==> src/rtl/sha256_msg_feeder_pkg.sv <==
`default_nettype none
// ============================================================================
//  Package     : sha256_pkg
//  Description : Shared state encoding and block-format constants for the
//                SHA-256 message feeder.
//  Revision    : 1.0  initial release
// ============================================================================
package sha256_pkg;

    localparam int        BLK_BYTES = 64;
    localparam int        LEN_OFF   = 56;
    localparam logic [7:0] PAD_BYTE = 8'h80;

    typedef enum logic [2:0] {
        FILL      = 3'd0,
        PAD       = 3'd1,
        ISSUE     = 3'd2,
        WAIT_DONE = 3'd3,
        RELEASE   = 3'd4
    } state_t;

endpackage
`default_nettype wire

==> src/rtl/sha256_msg_feeder_if.sv <==
`default_nettype none
// ============================================================================
//  Interface   : sha256_msg_feeder_if
//  Description : Host byte stream, core block handshake and digest output.
//                SHA256_FEEDER_ABORT_EN adds the abort input.
//  Revision    : 1.0  initial release
// ============================================================================
interface sha256_msg_feeder_if;

    logic         s_valid;
    logic [7:0]   s_data;
    logic         s_last;
    logic         s_nobyte;
    logic         s_ready;
    logic [511:0] core_block;
    logic         core_start;
    logic         core_first;
    logic         core_ready;
    logic [255:0] core_hash;
    logic [255:0] digest;
    logic         digest_valid;
`ifdef SHA256_FEEDER_ABORT_EN
    logic         abort;
`endif

    // Feeder view
    modport master (
`ifdef SHA256_FEEDER_ABORT_EN
        input  abort,
`endif
        input  s_valid, s_data, s_last, s_nobyte, core_ready, core_hash,
        output s_ready, core_block, core_start, core_first, digest, digest_valid
    );

    // Host/core view
    modport slave (
`ifdef SHA256_FEEDER_ABORT_EN
        output abort,
`endif
        output s_valid, s_data, s_last, s_nobyte, core_ready, core_hash,
        input  s_ready, core_block, core_start, core_first, digest, digest_valid
    );

endinterface
`default_nettype wire

==> src/rtl/sha256_msg_feeder_pad_fill.sv <==
`default_nettype none
// ============================================================================
//  Module      : sha256_pad_fill
//  Description : Combinational block formatter: keeps bytes below i_p, puts
//                the 0x80 marker at i_p, zero-fills, optionally adds length.
//  Revision    : 1.0  initial release
// ============================================================================
module sha256_pad_fill
    import sha256_pkg::*;
(
    input  wire logic [511:0] i_blk,
    input  wire logic [5:0]   i_p,
    input  wire logic         i_mark,
    input  wire logic [63:0]  i_len,
    input  wire logic         i_len_en,
    output logic      [511:0] o_blk
);

    always_comb begin
        o_blk = '0;
        for (int i = 0; i < BLK_BYTES; i++) begin
            if (i < int'(i_p))
                o_blk[511-8*i -: 8] = i_blk[511-8*i -: 8];
            else if ((i == int'(i_p)) && i_mark)
                o_blk[511-8*i -: 8] = PAD_BYTE;
            // Length field is big-endian in the last eight bytes
            if (i_len_en && (i >= LEN_OFF))
                o_blk[511-8*i -: 8] = i_len[8*(63-i)+7 -: 8];
        end
    end

endmodule
`default_nettype wire

==> src/rtl/sha256_msg_feeder.sv <==
`default_nettype none
// ============================================================================
//  Module      : sha256_msg_feeder
//  Description : Packs a host byte stream into padded 512-bit blocks and
//                drives the sha256_core_v2 handshake; captures the digest.
//                SHA256_FEEDER_ABORT_EN enables message abort.
//  Revision    : 1.0  initial release
// ============================================================================
module sha256_msg_feeder
    import sha256_pkg::*;
#(
    parameter int CNT_W = 32
)(
    input  wire logic            clk,
    input  wire logic            rst,
    sha256_msg_feeder_if.master  bus
);

    state_t             r_state, w_next;
    logic [511:0]       r_buf;
    logic [5:0]         r_idx;
    logic [5:0]         r_p;
    logic [CNT_W-1:0]   r_cnt;
    logic               r_fin, r_need_len, r_pad_pend, r_first, r_abort_pend;
    logic [255:0]       r_digest;
    logic               r_dvalid;

    logic               w_abort, w_accept, w_term, w_store, w_short;
    logic               w_s_ready, w_start;
    logic [8:0]         w_wr_hi;
    logic [5:0]         w_pf_p;
    logic               w_pf_mark, w_pf_len_en;
    logic [63:0]        w_len;
    logic [511:0]       w_pf_blk;

`ifdef SHA256_FEEDER_ABORT_EN
    assign w_abort = bus.abort;
`else
    assign w_abort = 1'b0;
`endif

    assign w_accept = bus.s_valid && (r_state == FILL);
    assign w_term   = w_accept && bus.s_last && bus.s_nobyte;
    assign w_store  = w_accept && !w_term;
    assign w_wr_hi  = 9'd511 - {r_idx, 3'b000};
    assign w_len    = 64'({r_cnt, 3'b000});
    assign w_short  = (r_p <= 6'(LEN_OFF - 1));

    // The formatter serves both the marker pass and the length-only block
    assign w_pf_mark   = (r_state == PAD);
    assign w_pf_p      = (r_state == PAD) ? r_p : 6'd0;
    assign w_pf_len_en = (r_state == PAD) ? w_short : 1'b1;

    sha256_pad_fill u_pad_fill (
        .i_blk    (r_buf),
        .i_p      (w_pf_p),
        .i_mark   (w_pf_mark),
        .i_len    (w_len),
        .i_len_en (w_pf_len_en),
        .o_blk    (w_pf_blk)
    );

    always_ff @(posedge clk) begin
        if (rst) r_state <= FILL;
        else     r_state <= w_next;
    end

    always_comb begin
        w_next    = r_state;
        w_s_ready = 1'b0;
        w_start   = 1'b0;
        case (r_state)
            FILL: begin
                w_s_ready = 1'b1;
                if (w_abort)                    w_next = FILL;
                else if (w_term)                w_next = PAD;
                else if (w_store && r_idx == 6'd63) w_next = ISSUE;
                else if (w_store && bus.s_last) w_next = PAD;
            end
            PAD:       w_next = w_abort ? FILL : ISSUE;
            ISSUE: begin
                w_start = 1'b1;
                // A stale high ready from the last block is not acceptance
                if (!bus.core_ready) w_next = WAIT_DONE;
            end
            WAIT_DONE: begin
                w_start = 1'b1;
                if (bus.core_ready) w_next = RELEASE;
            end
            RELEASE: begin
                if (r_abort_pend || r_fin) w_next = FILL;
                else if (r_need_len)       w_next = ISSUE;
                else if (r_pad_pend)       w_next = PAD;
                else                       w_next = FILL;
            end
            default:   w_next = FILL;
        endcase
    end

    always_ff @(posedge clk) begin
        if (rst) begin
            r_buf        <= '0;
            r_idx        <= '0;
            r_p          <= '0;
            r_cnt        <= '0;
            r_fin        <= 1'b0;
            r_need_len   <= 1'b0;
            r_pad_pend   <= 1'b0;
            r_first      <= 1'b1;
            r_abort_pend <= 1'b0;
            r_digest     <= '0;
            r_dvalid     <= 1'b0;
        end else begin
            r_dvalid <= 1'b0;
            case (r_state)
                FILL, PAD: begin
                    if (w_abort) begin
                        r_buf      <= '0;
                        r_cnt      <= '0;
                        r_idx      <= '0;
                        r_first    <= 1'b1;
                        r_pad_pend <= 1'b0;
                    end else if (r_state == PAD) begin
                        r_buf      <= w_pf_blk;
                        r_fin      <= w_short;
                        r_need_len <= !w_short;
                    end else if (w_term) begin
                        r_p <= r_idx;
                    end else if (w_store) begin
                        r_buf[w_wr_hi -: 8] <= bus.s_data;
                        r_idx <= r_idx + 6'd1;
                        r_cnt <= r_cnt + CNT_W'(1);
                        if (r_idx == 6'd63) r_pad_pend <= bus.s_last;
                        else if (bus.s_last) r_p <= r_idx + 6'd1;
                    end
                end
                ISSUE, WAIT_DONE: begin
                    if (w_abort) r_abort_pend <= 1'b1;
                end
                RELEASE: begin
                    r_first <= 1'b0;
                    if (r_abort_pend) begin
                        r_buf        <= '0;
                        r_cnt        <= '0;
                        r_idx        <= '0;
                        r_fin        <= 1'b0;
                        r_need_len   <= 1'b0;
                        r_pad_pend   <= 1'b0;
                        r_abort_pend <= 1'b0;
                        r_first      <= 1'b1;
                    end else if (r_fin) begin
                        r_digest <= bus.core_hash;
                        r_dvalid <= 1'b1;
                        r_first  <= 1'b1;
                        r_cnt    <= '0;
                        r_idx    <= '0;
                        r_fin    <= 1'b0;
                    end else if (r_need_len) begin
                        r_buf      <= w_pf_blk;
                        r_fin      <= 1'b1;
                        r_need_len <= 1'b0;
                    end else if (r_pad_pend) begin
                        r_p        <= 6'd0;
                        r_pad_pend <= 1'b0;
                    end
                end
                default: ;
            endcase
        end
    end

    assign bus.s_ready      = w_s_ready;
    assign bus.core_start   = w_start;
    assign bus.core_block   = r_buf;
    assign bus.core_first   = r_first;
    assign bus.digest       = r_digest;
    assign bus.digest_valid = r_dvalid;

endmodule
`default_nettype wire

==> src/flat_wrapper.sv <==
// flat-port wrapper written by rule: the top's interface ports become plain ports
module sha256_msg_feeder_flat import sha256_pkg::*;
#(
    parameter int CNT_W = 32
)
  (clk, rst, bus_s_valid, bus_s_data, bus_s_last, bus_s_nobyte, bus_core_ready, bus_core_hash, bus_s_ready, bus_core_block, bus_core_start, bus_core_first, bus_digest, bus_digest_valid);
  sha256_msg_feeder_if bus_i ();
  input  wire logic clk;
  input  wire logic rst;
  input wire logic [$bits(bus_i.s_valid)-1:0] bus_s_valid;
  input wire logic [$bits(bus_i.s_data)-1:0] bus_s_data;
  input wire logic [$bits(bus_i.s_last)-1:0] bus_s_last;
  input wire logic [$bits(bus_i.s_nobyte)-1:0] bus_s_nobyte;
  input wire logic [$bits(bus_i.core_ready)-1:0] bus_core_ready;
  input wire logic [$bits(bus_i.core_hash)-1:0] bus_core_hash;
  output wire logic [$bits(bus_i.s_ready)-1:0] bus_s_ready;
  output wire logic [$bits(bus_i.core_block)-1:0] bus_core_block;
  output wire logic [$bits(bus_i.core_start)-1:0] bus_core_start;
  output wire logic [$bits(bus_i.core_first)-1:0] bus_core_first;
  output wire logic [$bits(bus_i.digest)-1:0] bus_digest;
  output wire logic [$bits(bus_i.digest_valid)-1:0] bus_digest_valid;
  assign bus_i.s_valid = bus_s_valid;
  assign bus_i.s_data = bus_s_data;
  assign bus_i.s_last = bus_s_last;
  assign bus_i.s_nobyte = bus_s_nobyte;
  assign bus_i.core_ready = bus_core_ready;
  assign bus_i.core_hash = bus_core_hash;
  assign bus_s_ready = bus_i.s_ready;
  assign bus_core_block = bus_i.core_block;
  assign bus_core_start = bus_i.core_start;
  assign bus_core_first = bus_i.core_first;
  assign bus_digest = bus_i.digest;
  assign bus_digest_valid = bus_i.digest_valid;
  sha256_msg_feeder #(.CNT_W(CNT_W)) u_core (.clk(clk), .rst(rst), .bus(bus_i));
endmodule
==> config.mk <==
export PLATFORM = sky130hd
export DESIGN_NAME = sha256_msg_feeder_flat
export DESIGN_NICKNAME = d
export VERILOG_FILES = /design/src/rtl/sha256_msg_feeder_pkg.sv /design/src/rtl/sha256_msg_feeder_if.sv /design/src/rtl/sha256_msg_feeder_pad_fill.sv /design/src/rtl/sha256_msg_feeder.sv /design/src/flat_wrapper.sv
export SDC_FILE = /design/constraint.sdc
export NUM_CORES = 2
export LEC_CHECK = 0
export ABC_AREA = 1
export CAP_MARGIN = 0
export CORE_AREA = 2 2 406 408
export DETAILED_ROUTE_END_ITERATION = 10
export DIE_AREA = 0 0 408 410
export MAX_ROUTING_LAYER = met4
export PLACE_DENSITY_LB_ADDON = 0.15
export SYNTH_ARGS = -nofsm -noshare
export SYNTH_HDL_FRONTEND = slang
export SYNTH_HIERARCHICAL = 1
export SYNTH_SLANG_ARGS = --single-unit
==> constraint.sdc <==
create_clock -name clk -period 4.5 [get_ports clk]
set_input_delay 0.45 -clock clk [delete_from_list [all_inputs] [get_ports clk]]
set_output_delay 0.45 -clock clk [all_outputs]
set_load 0.02 [all_outputs]
**Word level (Yosys, flattened, before mapping)**

Index checks and enable logic that the tools add are counted.
Widths: inputs -> output; s select.

- $add $sub $neg: 4
- $lt $le $gt $ge: 64
- Eq/ne operators: 86
- Shift operators: 2
- Multiplexer cells: 189
- Bitwise gates (word level): 1
- Reduce and logical (&&, ||, !) cells: 86

Operator list:

| kind | count |
|---|---|
| $mux 512 | 5 |
| $mux 8 | 135 |
| $pmux 512 s2 | 1 |
| $shift 8x11->519 const A | 1 |
| $shiftx 8x11->519 | 1 |
| $bwmux 512 | 1 |
| $eq 6x6->1 const A | 32 |
| $lt 6x6->1 const A | 31 |
| $mux 32 | 4 |
| $eq 5x6->1 const A | 16 |
| $lt 5x6->1 const A | 16 |
| $mux 6 | 13 |
| $logic_and 1x1->1 | 70 |
| $pmux 32 s2 | 1 |
| $eq 4x6->1 const A | 8 |
| $lt 4x6->1 const A | 8 |
| $add 32x1->32 const B | 1 |
| $eq 3x6->1 const A | 4 |
| $lt 3x6->1 const A | 4 |
| $pmux 6 s2 | 2 |
| $mux 3 | 7 |
| $mux 1 | 16 |
| $pmux 3 s5 | 1 |
| $ne 2x2->1 const B | 7 |
| other kinds (29) | 47 |

- Bits in registers: 820
- Input port bits: 270
- Logic and storage cells: 443

**Depth between registers and ports, before layout**

- Depth after elaboration: 11
- Gate-level depth with buffers: 16
- Mapped depth without buffers: 14

**Modules after synthesis**

Netlist, hierarchy kept.

By module, submodules not included:

| module | times used | cells an instance | area each (um^2) | seq. area each (um^2) |
|---|---|---|---|---|
| sha256_msg_feeder | 1 | 5843 | 38450.6 | 16415.7 |
| sha256_pad_fill | 1 | 1303 | 5285.1 | 0.0 |

**Worst setup path after synthesis**

OpenSTA, ideal clock, no wires.

- Path kind: register to register
- Start point: register u_core.r_state[2]
- End point: register u_core.r_buf[328] (netlist: u_core/bus.core_block[328])
- Setup time: 0.113 ns
- Arrival: 2.175 ns
- Slack: 2.212 ns
- Stages on the path, launching flop included: 12
- Path through: dfxtp_1 nor2_4 nand2_4 nor2_1 nand2_1 inv_1 nand3_1 nand2_1 nor2_1 a22o_1 nor2_1 nor2_1

RTL lines:

| what | RTL line | text |
|---|---|---|
| from (decl) | sha256_msg_feeder.sv:19 | `state_t r_state, w_next;` |
| from (signal assigned) | sha256_msg_feeder.sv:65 | `else r_state <= w_next;` |
| $eq 3x1->1 (*) | sha256_msg_feeder.sv:51 | `assign w_pf_p = (r_state == PAD) ? r_p : 6'd0;` |
| $mux 6 (*) | sha256_msg_feeder.sv:51 |  |
| named net u_core.w_pf_p[4] | sha256_msg_feeder.sv:31 | `logic [5:0] w_pf_p;` |
| $lt 5x6->1 (*) | sha256_msg_feeder_pad_fill.sv:22 | `if (i < int'(i_p))` |
| $mux 8 (*) | sha256_msg_feeder_pad_fill.sv:22 |  |
| named net u_core.w_pf_blk[328] | sha256_msg_feeder.sv:34 | `logic [511:0] w_pf_blk;` |
| $mux 512 | sha256_msg_feeder.sv:158 | `end else if (r_need_len) begin` |
| $mux 512 | sha256_msg_feeder.sv:151 | `end else if (r_fin) begin` |
| $pmux 512 s2 (*) | sha256_msg_feeder.sv:115 | `case (r_state)` |
| to (signal assigned) | sha256_msg_feeder.sv:124 | `r_buf <= w_pf_blk;` |
| to (signal, indexed assignment) | sha256_msg_feeder.sv:130 | `r_buf[w_wr_hi -: 8] <= bus.s_data;` |
| to (signal assigned) | sha256_msg_feeder.sv:159 | `r_buf <= w_pf_blk;` |
| to (decl) | sha256_msg_feeder.sv:20 | `logic [511:0] r_buf;` |

Mark *: on every way through the listed nets, which the timed path passes. The rest lies on a longest branch. The select of a mux whose other input is x is not followed.
A chain may end at the register's enable or synchronous reset.

**Final worst setup path**

- Start point: register u_core.r_idx[0]
- End point: register u_core.r_buf[41] (netlist: u_core/bus.core_block[41])

- Word-level cells in the longest chain between the ends: 8

RTL lines:

| what | RTL line | text |
|---|---|---|
| from (decl) | sha256_msg_feeder.sv:21 | `logic [5:0] r_idx;` |
| from (signal assigned) | sha256_msg_feeder.sv:131 | `r_idx <= r_idx + 6'd1;` |
| $sub 9x9->9 (*) | sha256_msg_feeder.sv:45 | `assign w_wr_hi = 9'd511 - {r_idx, 3'b000};` |
| $neg 9->11 (*) | sha256_msg_feeder.sv:130 |  |
| $shiftx 8x11->519 / $shift 8x11->519 (equally long branches) | sha256_msg_feeder.sv:130 |  |
| $bwmux 512 (*) | sha256_msg_feeder.sv:130 |  |
| $mux 512 (*) | sha256_msg_feeder.sv:129 | `end else if (w_store) begin` |
| $mux 512 (*) | sha256_msg_feeder.sv:127 | `end else if (w_term) begin` |
| $mux 512 (*) | sha256_msg_feeder.sv:123 | `end else if (r_state == PAD) begin` |
| $pmux 512 s2 (*) | sha256_msg_feeder.sv:115 |  |

Mark *: on every way between the ends. The rest lies on a longest branch, timed or not. The select of a mux whose other input is x is not followed.

==> results_dict.tcl <==
set metrics [dict create \
    cts-root-buf "clkbuf_16" \
    wl_per_cell_um 23.0 \
    powerDensity_nw_per_um2 407 \
    fp.dieH_um 410 \
    max_freq_mhz 266 \
    final_antenna_net_count 0 \
    synth_top_family_by_area "simple AND/OR/NAND/NOR gates" \
    cts_tree "done" \
    start_util_pct 26.7 \
    rsz0062_at_grt "no" \
    worstMarginPinSlew_ns 1.23 \
    clockBufferDepth 3 \
    slew_violations 0 \
    clock-sinks 820 \
    cts_resized 0 \
    final_layout_size_suffix_gt1_share_pct 4.81 \
    path_class "register to register" \
    r2r-start "u_core/r_idx[0]$_SDFFE_PP0P_" \
    finalCriticalPeriod_ns 3.76 \
    whs_ns 0.198 \
    cp-end-kind "register" \
    numCtsBuffers 107 \
    fin_setup_tns_ns 0 \
    crit_path_max_fanout 21 \
    critPathArrivalTime_ns 4.44 \
    holdBufCountCts 0 \
    ys_seq_elements 820 \
    place.port_buffers 1041 \
    netSwitchingFraction_pct 37.0 \
    io_pins 1042 \
    finalNetCount 8346 \
    async_reset_ff_share_pct 0 \
    max_cap_viol_count 0 \
    die_x_um 408 \
    status "finished clean" \
    antenna_found_initial 56 \
    p_comb_share_pct 28.1 \
    ys_seq_area_share_pct 37.5 \
    max_stage_delay_ns 0.65 \
    route.detailed.drc 0 \
    p_int_mw 15.4 \
    hold_depth 4 \
    gp_congestion 0.962 \
    crit_chain "inv_1, ha_1, inv_1, nor2_1, nand3_1, o21ai_0, nand2_2, nand2_1, nand2_1, nor2_1" \
    synth.area.mux_share_pct 0 \
    p_leak_nw 27.3 \
    post_synth_fa_ha_maj_area_fraction_pct 0.200 \
    yosys.area_share.simple_pct 38.1 \
    power_switching_mw 9.02 \
    vias 48200 \
    track_usage_pct 28.1 \
    r2r_setup_slack_ns 0.74 \
    worst_path_max_delay_cell "o21ai_0" \
    grt_max_degree 176 \
    cp.required_ns 5.18 \
    insertion_delay_ns 0.75 \
    grt_pass1_wl_um 333000 \
    synth_area_um2 43700 \
    crit_end "u_core/bus.core_block[41]$_SDFFE_PP0P_" \
    hold_viol_final 0 \
    grt_overflow_total 0 \
    area.growth.synth_to_final_pct 37.0 \
    seq_power_share_pct 35.0 \
    grt_pass1_vias 43600 \
    viasPerCell 4.64 \
    synth_top_flop_cell "dfxtp_1" \
    design.die.area_um2 167000 \
    crit_start "u_core/r_idx[0]$_SDFFE_PP0P_" \
    power_mw 24.4 \
    r2r_end "u_core/bus.core_block[41]$_SDFFE_PP0P_" \
    syn_inst 7146 \
    clock_power_share_pct 36.9 \
    start_kind "register" \
    final_cell_mix "nand2_1, nor2_1, clkdlybuf4s50_1, inv_1, dfxtp_1" \
    mostFrequentLayoutCell "nand2_1" \
    post-route-period-util_pct 83.6 \
    rows 149 \
    core-area_um2 163000 \
    yosysWarnings 6 \
    netlist-cell-type-count 44 \
    path_clk_slew_ns 0.06 \
    synth_compound_area_share_pct 11.3 \
    rr_worst_depth 10 \
    synth-edff-count 0 \
    drt_iter0_drc 4263 \
    htreeDepth 3 \
    first_pass_iters 6 \
    maxSlewHeadroom_pct 17.5 \
    hpwlAfterDp_um 182000 \
    fin_skew_ns 0.0550 \
    holdCritPathClass "input port to register" \
    syn_area_per_cell_um2 6.12 \
    peakVddDrop_mv 0.282 \
    finalSetupViolCount 0 \
    synth_xor_area_share_pct 0.100 \
    cts_setup_buffers 0 \
    drt-total-wl_um 239000 \
]
## power groups by stage
stage                     Sequential, mW  Clock [mW]  Combinational (mW)
after floorplan                     9.25           0                3.16
after global placement              8.70           0                6.77
after detailed placement            8.71           0                6.82
after CTS                           8.55        9.25                6.85
after global routing                8.63        9.51                7.44
final                               8.54        9.01                6.85
## flip-flops by register name (all words and copies together), names as in the netlist
signal and flops:
u_core/r_state 3, u_core/bus.digest_valid 1, u_core/r_idx 6, u_core/r_need_len 1, u_core/bus.digest 256, u_core/r_p 6
u_core/r_pad_pend 1, u_core/r_fin 1, u_core/bus.core_first 1, u_core/r_cnt 32, u_core/bus.core_block 512
## cells in the mapped netlist, types with 10 or more instances
| cell | n | share of area [%] |
|---|---|---|
| clkbuf_1 | 149 | 1.3 |
| dfxtp_1 | 820 | 38 |
| o211ai_4 | 12 | 0.58 |
| buf_1 | 30 | 0.26 |
| nand2_2 | 40 | 0.57 |
| nand3_1 | 226 | 2.6 |
| buf_6 | 21 | 0.54 |
| nor2_1 | 1571 | 13 |
| inv_1 | 1014 | 8.7 |
| inv_2 | 12 | 0.10 |
| nand4_1 | 38 | 0.54 |
| nor2_2 | 10 | 0.14 |
| a21oi_1 | 63 | 0.72 |
| o21ai_1 | 16 | 0.18 |
| nand2_1 | 2291 | 20 |
| a22o_1 | 304 | 6.1 |
| nor2_4 | 10 | 0.26 |
| o22ai_1 | 10 | 0.14 |
| buf_4 | 20 | 0.34 |
| buf_2 | 122 | 1.4 |
| o21ai_0 | 276 | 3.2 |
| nand2_4 | 12 | 0.31 |
| nor3_1 | 23 | 0.26 |
## layout make-up
cell class                 count  area (µm²)
fill                       17400      104000
sequential                   820       16400
multi-input combinational   4982       21900
timing repair buffer        1128       11200
inverter                    1030        3890
clock buffer                 147        3070
clock inverter                51         568
tap                         2189        2740
antenna                       44         110
## metal layers
layer / part of all wire (%) / routed length (µm) / global-route usage (%) / vias to the layer above
met1: 40 / 96200 / 33.1 / 22500
met5: 0 / 0 / - / -
met4: 4.0 / 9640 / 10.3 / 0
met3: 8.7 / 20800 / 7.51 / 320
met2: 47 / 112000 / 45.9 / 1802
li1: - / - / - / 23600
## cells by family (layout without fill, tap and decap cells)
logic type / after synthesis / count (layout)
buffers and inverters: 1375 / 2356
adders and majority gates: 7 / 7
xor gates and xnor gates: 5 / 5
other: 1 / 76
DFF: 820 / 820
AOI/OAI and AO/OA: 701 / 701
and+or+nand+nor: 4237 / 4237
## worst min-delay path by stage
stage	from	end	slack, ns
after floorplan	u_core/r_p[0]$_SDFFE_PP0P_	u_core/r_p[0]$_SDFFE_PP0P_	0.45
after global placement	u_core/bus.core_first$_SDFFE_PP1N_	u_core/bus.core_first$_SDFFE_PP1N_	0.45
after detailed placement	u_core/bus.core_first$_SDFFE_PP1N_	u_core/bus.core_first$_SDFFE_PP1N_	0.44
after CTS	rst	u_core/bus.core_block[7]$_SDFFE_PP0P_	0.16
after global routing	rst	u_core/bus.core_block[295]$_SDFFE_PP0P_	0.21
final	rst	u_core/bus.core_block[295]$_SDFFE_PP0P_	0.20
## metrics by stage
stage | utilization (%) | cells | cell area (µm²) | setup slack [ns]
final | 36.7 | 10400 | 59900 | 0.737
after global routing | 36.6 | 10400 | 59900 | 0.601
after floorplan | - | 7177 | 43900 | 2.21
after CTS | 36.6 | 10300 | 59800 | 0.849
after global placement | 34.4 | 10100 | 56200 | 0.900
after detailed placement | 34.4 | 10100 | 56200 | 0.883
## worst max-delay path, delay by kind of cell (launching register included)
| kind | cells | cell delay, ns |
|---|---|---|
| buffers and inverters | 2 | 0.59 |
| adder cells (fa/ha/maj) | 1 | 0.63 |
| flip-flops | 1 | 0.40 |
| AND/OR/NAND/NOR | 6 | 1.40 |
| AO/OA/AOI/OAI | 1 | 0.65 |
Note: power is estimated with default switching activity, not from simulation.
